### src/rtl/rlwe_pkg.sv
// Shared constants and types for the RLWE core front end.
package rlwe_pkg;
  localparam int WIDTH      = 64;
  localparam int MAX_SIZE   = 1024;
  localparam int ADDR_WIDTH = $clog2(MAX_SIZE);

  localparam int          OPC_W       = 6;
  localparam int          OPC_MSB     = WIDTH - 1;
  localparam int          OPC_LSB     = WIDTH - OPC_W;
  localparam logic [5:0]  OPCODE_HALT = 6'h3F;

  typedef enum logic [1:0] {
    IDLE  = 2'd0,
    RUN   = 2'd1,
    DRAIN = 2'd2,
    DONE  = 2'd3
  } fetch_state_e;
endpackage

### src/rtl/rlwe_fetch_buf.sv
// Two-entry synchronous FIFO holding {addr, data} of returned instruction words.
module rlwe_fetch_buf #(
  parameter int DW = 74
) (
  input  logic          clk,
  input  logic          rst_n,
  input  logic          i_clear,
  input  logic          i_push,
  input  logic [DW-1:0] i_data,
  input  logic          i_pop,
  output logic [DW-1:0] o_head,
  output logic [1:0]    o_count
);
  logic [1:0][DW-1:0] r_mem;
  logic               r_wr;
  logic               r_rd;
  logic [1:0]         r_cnt;

  always_ff @(posedge clk or negedge rst_n) begin
    if (!rst_n) begin
      r_mem <= '0;
      r_wr  <= 1'b0;
      r_rd  <= 1'b0;
      r_cnt <= 2'd0;
    end else if (i_clear) begin
      r_wr  <= 1'b0;
      r_rd  <= 1'b0;
      r_cnt <= 2'd0;
    end else begin
      if (i_push) begin
        r_mem[r_wr] <= i_data;
        r_wr        <= ~r_wr;
      end
      if (i_pop) r_rd <= ~r_rd;
      r_cnt <= r_cnt + {1'b0, i_push} - {1'b0, i_pop};
    end
  end

  assign o_head  = r_mem[r_rd];
  assign o_count = r_cnt;
endmodule

### src/rtl/rlwe_ifetch.sv
// Instruction fetch: streams words from the instruction SRAM to the decoder until HALT.
module rlwe_ifetch #(
  parameter int WIDTH      = rlwe_pkg::WIDTH,
  parameter int MAX_SIZE   = rlwe_pkg::MAX_SIZE,
  parameter int ADDR_WIDTH = $clog2(MAX_SIZE)
) (
  input  logic                  clk,
  input  logic                  rst_n,
  input  logic                  start,
  input  logic [ADDR_WIDTH-1:0] wr_ptr,
  output logic                  read_en,
  output logic [ADDR_WIDTH-1:0] read_addr,
  input  logic [WIDTH-1:0]      read_data,
  output logic                  instr_valid,
  input  logic                  instr_ready,
  output logic [WIDTH-1:0]      instr_data,
  output logic [ADDR_WIDTH-1:0] instr_addr,
  output logic                  busy,
  output logic                  done
);
  import rlwe_pkg::*;

  localparam int EW = ADDR_WIDTH + WIDTH;
  localparam logic [ADDR_WIDTH-1:0] PC_LAST = ADDR_WIDTH'(MAX_SIZE - 1);

  fetch_state_e          r_state, w_state_nxt;
  logic [ADDR_WIDTH-1:0] r_pc;
  logic                  r_fly;
  logic [ADDR_WIDTH-1:0] r_fly_addr;

  logic [1:0]            w_cnt;
  logic [EW-1:0]         w_head;
  logic                  w_start_ok, w_ret, w_ret_halt, w_head_halt;
  logic                  w_bypass, w_push, w_pop, w_issue, w_occ_ok;

  assign w_start_ok  = start && (r_state == IDLE || r_state == DONE);
  // A return is only live while running; anything landing in DRAIN/DONE trails HALT.
  assign w_ret       = r_fly && (r_state == RUN);
  assign w_ret_halt  = read_data[WIDTH-1 -: 6] == OPCODE_HALT;
  assign w_head_halt = w_head[WIDTH-1 -: 6] == OPCODE_HALT;
  assign w_bypass    = w_ret && (w_cnt == 2'd0);
  assign w_pop       = (w_cnt != 2'd0) && instr_ready;
  assign w_push      = w_ret && !(w_bypass && instr_ready);
  assign w_occ_ok    = ({1'b0, w_cnt} + {2'b00, r_fly}) < 3'd2;
  assign w_issue     = (r_state == RUN) && (r_pc != wr_ptr) && w_occ_ok;

  rlwe_fetch_buf #(.DW(EW)) u_buf (
    .clk     (clk),
    .rst_n   (rst_n),
    .i_clear (w_start_ok),
    .i_push  (w_push),
    .i_data  ({r_fly_addr, read_data}),
    .i_pop   (w_pop),
    .o_head  (w_head),
    .o_count (w_cnt)
  );

  always_comb begin
    w_state_nxt = r_state;
    unique case (r_state)
      IDLE, DONE: if (start) w_state_nxt = RUN;
      RUN:        if (w_ret && w_ret_halt)
                    w_state_nxt = (w_bypass && instr_ready) ? DONE : DRAIN;
      DRAIN:      if (w_pop && w_head_halt) w_state_nxt = DONE;
      default:    w_state_nxt = IDLE;
    endcase
  end

  always_ff @(posedge clk or negedge rst_n) begin
    if (!rst_n) begin
      r_state    <= IDLE;
      r_pc       <= '0;
      r_fly      <= 1'b0;
      r_fly_addr <= '0;
    end else begin
      r_state <= w_state_nxt;
      r_fly   <= w_issue;
      if (w_issue) r_fly_addr <= r_pc;
      if (w_start_ok)   r_pc <= '0;
      else if (w_issue) r_pc <= (r_pc == PC_LAST) ? '0 : r_pc + 1'b1;
    end
  end

  always_comb begin
    instr_valid = 1'b0;
    instr_data  = '0;
    instr_addr  = '0;
    if (w_cnt != 2'd0) begin
      instr_valid = 1'b1;
      {instr_addr, instr_data} = w_head;
    end else if (w_ret) begin
      instr_valid = 1'b1;
      instr_data  = read_data;
      instr_addr  = r_fly_addr;
    end
  end

  assign read_en   = w_issue;
  assign read_addr = r_pc;
  assign busy      = (r_state == RUN) || (r_state == DRAIN);
  assign done      = (r_state == DONE);
endmodule
### config.mk
export PLATFORM = sky130hd
export DESIGN_NAME = rlwe_ifetch
export DESIGN_NICKNAME = d
export VERILOG_FILES = /design/src/rtl/rlwe_pkg.sv /design/src/rtl/rlwe_fetch_buf.sv /design/src/rtl/rlwe_ifetch.sv
export SDC_FILE = /design/constraint.sdc
export NUM_CORES = 1
export LEC_CHECK = 0
export ABC_AREA = 1
export ABC_CLOCK_PERIOD_IN_PS = 2800
export BUFFER_PORTS_ARGS = -buffer_cell sky130_fd_sc_hd__buf_2
export CAP_MARGIN = 30
export CORE_ASPECT_RATIO = 0.6
export CORE_UTILIZATION = 60
export CTS_CLUSTER_DIAMETER = 60
export DETAILED_ROUTE_END_ITERATION = 8
export MAX_ROUTING_LAYER = met4
export PLACE_DENSITY = 0.95
export SETUP_SLACK_MARGIN = 0.15
export SLEW_MARGIN = 20
export SYNTH_ARGS = -nofsm -noshare
export SYNTH_HDL_FRONTEND = slang
export SYNTH_SLANG_ARGS = --single-unit
### constraint.sdc
create_clock -name clk -period 2.8 [get_ports clk]
set_clock_uncertainty 0.2 [all_clocks]
set_input_delay 0.28 -clock clk [delete_from_list [all_inputs] [get_ports clk]]
set_output_delay 0.28 -clock clk [all_outputs]
set_load 0.01 [all_outputs]
After elaboration in Yosys (flattened, before gate mapping)
Cells that the tools add are included.
{"block": "classes", "eq_ne": 10, "n_mux": 24, "n_reduce_logical": 23, "bitwise_logic": 3, "order_cmp": 4, "add_sub_neg": 4}
{"cell": "2-to-1 mux 74 bit", "count": 3}
{"cell": "bitwise mux 148 bit", "count": 1}
{"cell": "2-to-1 mux 64 bit", "count": 2}
{"cell": "demux 74 bit (select 1 bit)", "count": 1}
{"cell": "2-to-1 mux 10 bit", "count": 5}
{"cell": "equality test 6 bit, second input constant", "count": 2}
{"cell": "logical AND 1 bit", "count": 11}
{"cell": "adder 10 x 1 -> 10 bit, second input constant", "count": 1}
{"cell": "equality test 10 bit, second input constant", "count": 1}
{"cell": "inequality test 10 bit", "count": 1}
{"cell": "2-to-1 mux 2 bit", "count": 4}
{"cell": "nonzero test 2 bit", "count": 4}
{"cell": "2-to-1 mux 1 bit", "count": 7}
{"cell": "one-hot mux 2 bit (3 select lines)", "count": 1}
{"cell": "equality test 2 bit, second input constant", "count": 2}
{"cell": "logical NOT 2 bit", "count": 2}
{"cell": "< comparator 1 x 2 -> 1 bit, second input constant", "count": 2}
{"cell": "inequality test 2 bit, second input constant", "count": 2}
{"cell": "adder 2 x 1 -> 3 bit", "count": 1}
{"cell": "< comparator 3 x 2 -> 1 bit, second input constant", "count": 1}
{"cell": "inverter 1 bit", "count": 3}
{"cell": "AND reduction 3 bit", "count": 1}
{"cell": "adder 2 x 1 -> 2 bit", "count": 1}
{"cell": "equality test 2 x 1 -> 1 bit, second input constant", "count": 1}
{"cell": "7 further kinds", "count": 8}
{"block": "totals", "in_bits": 78, "out_inout_bits": 88, "register_bits": 175, "elab_cells": 77}

Longest topological paths before layout
{"block": "depth", "ltp_word": 9, "depth_mapped": 13, "mapped_depth_nobuf": 11}

Hierarchy
From an unflattened synthesis, not the netlist that was laid out.
{"block": "hier_totals", "cells_unflattened": 1147, "hier_area_um2": 9579.2}
{"mod": "rlwe_fetch_buf", "cells_each": 658, "area_per_inst_um2": 6865.3, "n_inst": 1, "seq_area_each_um2": 3803.6}
{"mod": "rlwe_ifetch", "cells_each": 489, "area_per_inst_um2": 2713.9, "n_inst": 1, "seq_area_each_um2": 575.6}

Least setup slack after synthesis
Ideal clock, no wire load.
{"block": "synth_path", "path_type": "register to output", "from": "reg r_state[0]", "to": "out instr_data[10]", "stages_incl_launch_ff": 6, "arrival_time_ps": 1424, "slack_ps": 896, "required_time_ps": 2320, "path_buffers": 2, "path_cell_list": "dfrtp_1 -> ha_1 -> nand3_1 -> clkbuf_1 -> clkbuf_1 -> o22ai_1"}
{"block": "synth_via", "elab_chain_len": 4}
{"element": "from (decl)", "line": "rlwe_ifetch.sv:26", "rtl": "fetch_state_e r_state, w_state_nxt;"}
{"element": "from (signal assigned)", "line": "rlwe_ifetch.sv:76", "rtl": "r_state <= w_state_nxt;"}
{"element": "equality test 2 x 1 -> 1 bit", "line": "rlwe_ifetch.sv:38", "rtl": "assign w_ret = r_fly && (r_state == RUN);"}
{"element": "logical AND 1 bit", "line": "rlwe_ifetch.sv:38"}
{"element": "2-to-1 mux 64 bit", "line": "rlwe_ifetch.sv:91", "rtl": "end else if (w_ret) begin"}
{"element": "2-to-1 mux 64 bit", "line": "rlwe_ifetch.sv:88", "rtl": "if (w_cnt != 2'd0) begin"}
{"element": "to (decl)", "line": "rlwe_ifetch.sv:16", "rtl": "output logic [WIDTH-1:0] instr_data,"}
No other way between the ends.

Final worst setup path
{"block": "layout_path", "from": "reg u_buf.r_rd", "to": "out instr_data[14]"}
{"block": "layout_via", "elab_chain_len": 3}
{"element": "from (decl)", "line": "rlwe_fetch_buf.sv:16", "rtl": "logic r_rd;"}
{"element": "from (signal assigned)", "line": "rlwe_fetch_buf.sv:34", "rtl": "if (i_pop) r_rd <= ~r_rd;"}
{"element": "2-to-1 mux 74 bit (not written as such) (2 in series)", "line": "rlwe_fetch_buf.sv:39", "rtl": "assign o_head = r_mem[r_rd];"}
{"element": "2-to-1 mux 64 bit", "line": "rlwe_ifetch.sv:88"}
No other way between the ends. The select of a mux whose other input is x is not followed.

==> metrics.yaml <==
outcome: "complete, no violations"
syn_area_um2: 8440
start_util_pct: 61.6
dp_hpwl_um: 13300
rsz0062_at_grt: "yes"
drcViolationCount: 0
drv_slew: 0
cts_buffer_depth: 2
critPathCaptureType: "output port"
ys_ff_latch: 175
clock.fmax_mhz: 374
routedWlPerCell_um: 16.0
grt_max_degree: 87
synth-edff-count: 0
cts-root-buf: "clkbuf_16"
synth_ff_type: "dfrtp_1"
worstMarginPinSlew_ns: 0.739
synthTopCellsByArea: "dfrtp_1, o21ai_0, nand2_1"
critPathMaxFanout: 76
powerDensity_nw_per_um2: 1060
syn_inst: 1065
cp.arrival_ns: 2.19
die_h_um: 93.9
clkTransAtPathRegs_ns: 0.06
dr.first_iter.drc_count: 926
critPathLaunchType: "flop"
grt_pass1_vias: 7725
finalCritPeriodShare_pct: 95.5
dieWidth_um: 155
synth_largest_area_cell: "dfrtp_1"
dieArea_um2: 14600
cts_buffers: 17
slew_headroom_pct: 50.7
setup_viol: 0
synth_most_common_cell: "nand2_1"
portBuffers: 165
ys_types: 28
gr-usage-all-layers_pct: 34.3
rrSetupSlack_ns: 0.35
ios: 166
layout-drive-gt1-share_pct: 18.2
cts_tree: "done"
core_um2: 13700
async_reset_ff_share_pct: 100
ir_drop_mv: 0.650
syn_area_per_cell_um2: 7.93
worstPathRequired_ns: 2.32
viasPerCell: 5.67
ys_warn_count: 0
syn_nets: 1149
worstSetupPathType: "reg2out"
num_vias: 8295
min_path_type: "in2reg"
clk_latency_ns: 0.42
drtAntennaViolNets: 0
grt_pass1_wl_um: 37900
period_minus_slack_ns: 2.67
p_leak_uw: 0.00557
cts.sinks: 175
ys_seq_area_share_pct: 51.9
synth_common_cells: "nand2_1, o21ai_0, dfrtp_1"
htreeDepth: 4
grt_overflow: 0
area_growth_pct: 26.6
drt-pass1-iter-count: 5
drv_cap: 0
gp_congestion: 0.892
grt_antenna_before_repair: 0
num_rows: 33
fin_util_pct: 78.0
final_nets: 1343
totalWireLength_um: 23400
num_antenna_cells: 0
netlist.area_leader.share_pct: 51.9
fin_setup_tns_ns: 0
finalHoldViolations: 0
## layout by cell type (no fill, tap or decap), types with 3 or more instances in the layout
cell type	n
bufinv_16	3
ha_1	6
nand2_1	253
buf_2	164
dlygate4sd3_1	63
buf_12	4
nand4_1	13
nand3_1	21
inv_1	110
nor2_1	86
o22ai_1	65
clkbuf_16	17
buf_6	3
inv_6	4
xor2_1	6
a21oi_1	3
o22ai_2	3
buf_4	10
inv_2	3
o21ai_0	234
dfrtp_1	174
## routing by layer
layer,global-route usage (%),part of all wire (%),vias up
li1,-,-,3878
met1,46.1,43,3912
met2,51.6,47,460
met3,7.43,8.0,45
met4,13.0,2.1,0
met5,-,0,-
## registers in the layout, summed over array words and instances (netlist names)
signal and cells:
u_buf.r_wr 1, r_state 2, read_addr 10, u_buf.r_rd 1, u_buf.o_count 2, u_buf.r_mem 148
r_fly_addr 10, r_fly 1
## cell families (layout without fill, tap and decap cells)
group / Yosys count / after routing / share of synthesized area, %
adder cells (fa/ha/maj): 6 / 6 / 0.889
XOR/XNOR: 7 / 7 / 0.726
AND/OR/NAND/NOR: 383 / 384 / 18.2
AO/OA/AOI/OAI: 309 / 309 / 19.4
flip-flops: 175 / 175 / 51.9
buffers and inverters: 185 / 391 / 8.85
## worst max-delay path: stages (launching register included)
cell,delay [ns]
dfrtp_2,0.37
buf_4,0.59
o21ai_0,0.29
o22ai_1,0.29
buf_2,0.20
## final cells by class
cell class,count,area [um^2]
multi-input combinational,706,3370
sequential,175,4380
tap,192,240
fill,915,3020
inverter,115,434
timing repair buffer,244,1640
clock inverter,13,175
clock buffer,19,443
## worst paths after layout
| check | from | to | cells past startpoint |
|---|---|---|---|
| max | u_buf.r_rd | instr_data[14] | 4 |
| min | read_data[43] | u_buf.r_mem[117] | 3 |
| max reg2reg | r_state[1] | u_buf.r_mem[107] | 7 |
| min reg2reg | u_buf.r_mem[27] | u_buf.r_mem[27] | 2 |
| max in group asynchronous | rst_n | u_buf.r_mem[95] | 3 |
| min in group asynchronous | rst_n | u_buf.r_mem[3] | 2 |
## stage by stage
step                total power, uW  area [um^2]  hold WS [ns]  std cells  setup WS, ns
global route                  12100        10700        0.0108       1464        0.0912
finish                        11300        10700        0.0141       1464         0.127
global placement               8340         9390         0.105       1368         0.557
detailed placement             8530         9390         0.111       1368         0.475
floorplan                      6900         8440        -0.216       1065         0.896
CTS                           11100        10600       0.00488       1463         0.187
## report_power, final
group / switching, uW / internal (uW)
clock network: 1050 / 1450
logic: 3000 / 1800
registers: 571 / 3470
total: 4620 / 6730
## repair_timing
action                                  CTS  global route
hold buffers                             63             0
gates resized for setup                   0             8
endpoints found under the hold margin   181             0
endpoints found under the setup margin    0            31
buffers inserted                          0             0
No activity file was read; power rests on OpenSTA's default activity.
